**src/rtl/axis_rr_arbiter.sv**
```systemverilog
// rtl/axis_rr_arbiter.sv - packet-granular round-robin arbiter from NUM_SRC AXI-Stream inputs onto one output
module axis_rr_arbiter #(
    parameter int DATA_WIDTH = 32,
    parameter int NUM_SRC    = 4,
    parameter int BURST_MAX  = 256
) (
    input  logic                          ACLK,
    input  logic                          ARESETn,
    input  logic                          arb_en,
    input  logic [NUM_SRC*DATA_WIDTH-1:0] S_AXIS_TDATA,
    input  logic [NUM_SRC-1:0]            S_AXIS_TVALID,
    input  logic [NUM_SRC-1:0]            S_AXIS_TLAST,
    output logic [NUM_SRC-1:0]            S_AXIS_TREADY,
    output logic [DATA_WIDTH-1:0]         M_AXIS_TDATA,
    output logic                          M_AXIS_TVALID,
    output logic [DATA_WIDTH/8-1:0]       M_AXIS_TSTRB,
    output logic                          M_AXIS_TLAST,
    input  logic                          M_AXIS_TREADY,
    output logic [$clog2(NUM_SRC)-1:0]    grant_id,
    output logic                          busy
);

    localparam int GW = $clog2(NUM_SRC);
    localparam int CW = $clog2(BURST_MAX);
    localparam logic [CW-1:0] BEAT_LAST = CW'(BURST_MAX - 1);
    localparam logic [GW-1:0] GRANT_RST = GW'(NUM_SRC - 1);

    typedef enum logic {IDLE, GRANT} state_t;

    state_t                  state_q, state_d;
    logic [GW-1:0]           grant_q, grant_d, rr_pick;
    logic [CW-1:0]           beat_q, beat_d;
    logic [DATA_WIDTH-1:0]   sel_data;
    logic                    sel_valid;
    logic                    sel_last;
    logic                    handshake;

    always_comb begin
        sel_data  = '0;
        sel_valid = 1'b0;
        sel_last  = 1'b0;
        for (int i = 0; i < NUM_SRC; i++) begin
            if (GW'(i) == grant_q) begin
                sel_data  = S_AXIS_TDATA[i*DATA_WIDTH +: DATA_WIDTH];
                sel_valid = S_AXIS_TVALID[i];
                sel_last  = S_AXIS_TLAST[i];
            end
        end
    end

    // Scan from the farthest offset down so the nearest valid source after grant_q wins.
    always_comb begin
        rr_pick = grant_q;
        for (int k = NUM_SRC; k >= 1; k--) begin
            if (S_AXIS_TVALID[GW'((int'(grant_q) + k) % NUM_SRC)]) begin
                rr_pick = GW'((int'(grant_q) + k) % NUM_SRC);
            end
        end
    end

    always_comb begin
        busy          = (state_q == GRANT);
        grant_id      = grant_q;
        M_AXIS_TSTRB  = '1;
        M_AXIS_TDATA  = sel_data;
        M_AXIS_TVALID = busy & sel_valid;
        M_AXIS_TLAST  = busy & (sel_last | (beat_q == BEAT_LAST));
        S_AXIS_TREADY = '0;
        for (int i = 0; i < NUM_SRC; i++) begin
            if (GW'(i) == grant_q) begin
                S_AXIS_TREADY[i] = busy & M_AXIS_TREADY;
            end
        end
        handshake = M_AXIS_TVALID & M_AXIS_TREADY;
    end

    // grant_q is kept across IDLE so the next scan starts after the last owner.
    always_comb begin
        state_d = state_q;
        grant_d = grant_q;
        beat_d  = beat_q;
        case (state_q)
            IDLE: begin
                if (arb_en && (|S_AXIS_TVALID)) begin
                    state_d = GRANT;
                    grant_d = rr_pick;
                    beat_d  = '0;
                end
            end
            GRANT: begin
                if (handshake) begin
                    if (M_AXIS_TLAST) begin
                        state_d = IDLE;
                        beat_d  = '0;
                    end else begin
                        beat_d = beat_q + 1'b1;
                    end
                end
            end
            default: state_d = IDLE;
        endcase
    end

    always_ff @(posedge ACLK) begin
        if (!ARESETn) begin
            state_q <= IDLE;
            grant_q <= GRANT_RST;
            beat_q  <= '0;
        end else begin
            state_q <= state_d;
            grant_q <= grant_d;
            beat_q  <= beat_d;
        end
    end

endmodule

```
**config.mk**
```make
export PLATFORM = sky130hd
export DESIGN_NAME = axis_rr_arbiter
export DESIGN_NICKNAME = d
export VERILOG_FILES = /design/src/rtl/axis_rr_arbiter.sv
export SDC_FILE = /design/constraint.sdc
export NUM_CORES = 1
export LEC_CHECK = 0
export ABC_AREA = 1
export CAP_MARGIN = 20
export CORE_ASPECT_RATIO = 0.5
export CORE_MARGIN = 3
export CORE_UTILIZATION = 25
export DETAILED_ROUTE_END_ITERATION = 10
export GPL_TIMING_DRIVEN = 0
export PLACE_DENSITY = 0.69
export SYNTH_ARGS = -nofsm -noshare
export SYNTH_HDL_FRONTEND = slang
export SYNTH_SLANG_ARGS = --single-unit
```
**constraint.sdc**
```tcl
create_clock -name ACLK -period 5 [get_ports ACLK]
set_input_delay 1.5 -clock ACLK [delete_from_list [all_inputs] [get_ports ACLK]]
set_output_delay 1.5 -clock ACLK [all_outputs]
set_load 0.01 [all_outputs]
```
==> impl_metrics.py <==
metrics = {
    "min_path": {
        "hold_class": "register to register",
        "hold_depth": 2,
    },
    "die": {
        "die_h_um": 67.6,
        "die_area_mm2": 0.00872,
        "ios": 185,
        "start_util": 0.270,
        "num_rows": 21,
        "die_x_um": 129,
        "core-area_mm2": 0.00702,
    },
    "synth": {
        "ys_ff_latch": 11,
        "syn_inst": 372,
        "yosysUniqueCellTypes": 26,
        "yosys_warnings": 0,
        "syn_area_per_cell_um2": 5.09,
        "synth-seq-area-share": 0.116,
        "syn-cell-area_mm2": 0.00189,
    },
    "cts": {
        "cts_root_buf": "clkbuf_16",
        "post_cts_buffers": 0,
        "cts_max_path_buffers": 2,
        "cts_resized": 0,
        "clk_latency_ns": 0.24,
        "cts_hold_buffers": 0,
        "cts.sinks": 11,
        "cts_buffers": 3,
        "htreeDepth": 1,
        "cts_tree": "done",
        "clk_pin_slew_ns": 0.04,
    },
    "global_route": {
        "grt_use_total": 0.197,
        "grt_antenna_before_repair": 0,
        "grt_pass1_wl_mm": 13.8,
        "grt_max_degree": 12,
        "grt-ovfl-total": 0,
        "first_global_vias": 2746,
    },
    "critical_path": {
        "worstSetupStartpointType": "input pin",
        "crit_path_max_incr_delay_ns": 0.59,
        "cp_max_fo": 1,
        "critPathKind": "input pin to output pin",
        "crit_required_ns": 3.50,
        "path_cells": "clkdlybuf4s50_1 -> a21oi_1 -> nand2_1 -> o21ai_0 -> o21ai_0 -> clkdlybuf4s50_1",
        "worstRegToRegCells": 12,
        "cp-end-kind": "output pin",
        "cp_data_arrival_time_ns": 3.04,
        "slowest_stage": "clkdlybuf4s50_1",
    },
    "final_layout": {
        "fill_cells": 730,
        "regArea_um2": 220,
        "multiInputGateArea_mm2": 0.00144,
        "antennaDiodeCount": 0,
        "nets": 704,
        "area.growth.synth_to_final_pct": 105,
        "drive_gt1_frac": 0.0538,
        "layout_common_cells": "clkdlybuf4s50_1, nand2_1, o21ai_0, a21oi_1, nor2_1",
        "layout_commonest_cell": "clkdlybuf4s50_1",
    },
    "sta": {
        "rsz0062_at_grt": "no",
        "timing.fmax_mhz": 220,
        "fin_crit_ns": 4.54,
        "setup-violations-final": 0,
        "period_share": 0.909,
        "finalHoldViolCount": 0,
        "fin_ws_ns": 0.457,
        "max_slew.worst_pin.slew_ns": 0.511,
        "slew_headroom": 0.659,
        "setup_tns_ns": 0,
        "final.setup_skew_ns": 0.00236,
        "slew_viol_final": 0,
    },
    "placed_design": {
        "dpl_worst_slack_ns": 0.479,
        "place_congestion": 0.882,
        "io_buffers": 179,
        "dp_hpwl_mm": 7.50,
    },
    "routing": {
        "num_vias": 2973,
        "drt-initial-drc-count": 161,
        "ant_nets": 0,
        "wirelength_mm": 9.09,
        "drc": 0,
        "drt-vias-per-instance": 4.57,
        "drt_pass1_iterations": 4,
        "routedWlPerCell_um": 14.0,
    },
    "power_and_ir_drop": {
        "sequentialPowerShare": 0.125,
        "power.leakage_nw": 1.67,
        "sw_frac_of_total": 0.392,
        "power_switching_w": 0.000319,
        "peakVddDrop_mv": 0.163,
        "clkPwrFrac": 0.179,
        "p_comb_frac": 0.696,
        "internal_power_w": 0.000495,
        "power_density_mw_per_mm2": 209,
    },
    "run_status": {
        "outcome": "finished, final reports clean",
    },
    "job": {
        "drv_cap": 0,
    },
}
==> area by class of cell <==
class                   instances  area share
plain buffers                  27      0.0389
clock buffers                   4      0.0203
inverters                      24      0.0232
flip-flops and latches         11      0.0566
well taps                      92      0.0296
multi-input cells             313       0.371
repair buffers                179       0.460
==> power groups by stage <==
stage               clock network (W)  registers [W]  logic [W]
detailed placement                  0       0.000103   0.000568
finish                       0.000146       0.000101   0.000567
floorplan                           0       0.000103   0.000269
global route                 0.000155       0.000103   0.000626
CTS                          0.000149       0.000102   0.000571
global placement                    0       0.000103   0.000565
==> flip-flops by register name (all words and copies together), names as in the netlist <==
signal / cells
beat_q: 8
grant_id: 2
busy: 1
==> worst paths after layout <==
check | from | to | slack [ns]
min | beat_q[5] | beat_q[5] | 0.53
max reg2reg | grant_id[0] | beat_q[5] | 3.04
min reg2reg | beat_q[5] | beat_q[5] | 0.53
max | S_AXIS_TDATA[61] | M_AXIS_TDATA[29] | 0.46
==> logic make-up (layout without fill, tap and decap cells) <==
group           Yosys count  after routing  synth area share
buf+inv                  51            234             0.127
fa+ha+maj                 5              5            0.0330
compound gates          111            111             0.303
flops                    11             11             0.116
simple gates            192            192             0.414
xor+xnor                  1              1           0.00462
other cells               1              4           0.00198
==> Yosys cell counts <==
| cell | number | area share |
|---|---|---|
| buf_6 | 3 | 0.018 |
| nand3_4 | 1 | 0.0092 |
| nand3_1 | 14 | 0.037 |
| nor2_2 | 1 | 0.0033 |
| nand2_2 | 2 | 0.0066 |
| buf_2 | 4 | 0.011 |
| a21oi_1 | 37 | 0.098 |
| inv_1 | 20 | 0.040 |
| xor2_1 | 1 | 0.0046 |
| ha_1 | 5 | 0.033 |
| a21boi_2 | 1 | 0.0059 |
| nand4_1 | 3 | 0.0099 |
| o21ai_2 | 1 | 0.0046 |
| o21ai_0 | 55 | 0.15 |
| nand2_1 | 141 | 0.28 |
| clkbuf_1 | 14 | 0.028 |
| nor2_4 | 1 | 0.0059 |
| nand3_2 | 1 | 0.0053 |
| nor2_1 | 25 | 0.050 |
| o21ai_1 | 15 | 0.040 |
| nor3_1 | 3 | 0.0079 |
| conb_1 | 1 | 0.0020 |
| buf_4 | 6 | 0.024 |
| dfxtp_1 | 11 | 0.12 |
| inv_2 | 4 | 0.0079 |
| a21oi_2 | 2 | 0.0092 |
==> routing by layer <==
layer | wire (µm) | vias up | global-route usage
li1 | - | 1576 | -
met4 | 148 | 0 | 0.0471
met2 | 4640 | 80 | 0.373
met3 | 358 | 13 | 0.0190
met5 | 0 | - | 0
met1 | 3950 | 1304 | 0.244
==> through the flow <==
| stage | power, W | instances | cell area, µm² | util | hold WS, ns |
|---|---|---|---|---|---|
| after floorplan | 0.000372 | 375 | 1910 | - | 0.497 |
| after global routing | 0.000884 | 650 | 3890 | 0.555 | 0.564 |
| after CTS | 0.000822 | 650 | 3890 | 0.555 | 0.532 |
| after detailed placement | 0.000671 | 646 | 3810 | 0.543 | 0.526 |
| after global placement | 0.000668 | 646 | 3810 | 0.543 | 0.519 |
| final | 0.000814 | 650 | 3890 | 0.555 | 0.533 |
==> worst max-delay path, delay by kind of cell <==
kind                   cells  cell delay, ns
buffers and inverters      2            1.07
AO/OA/AOI/OAI              3            0.39
AND/OR/NAND/NOR            1            0.09
(Power assumes the default switching activity.)
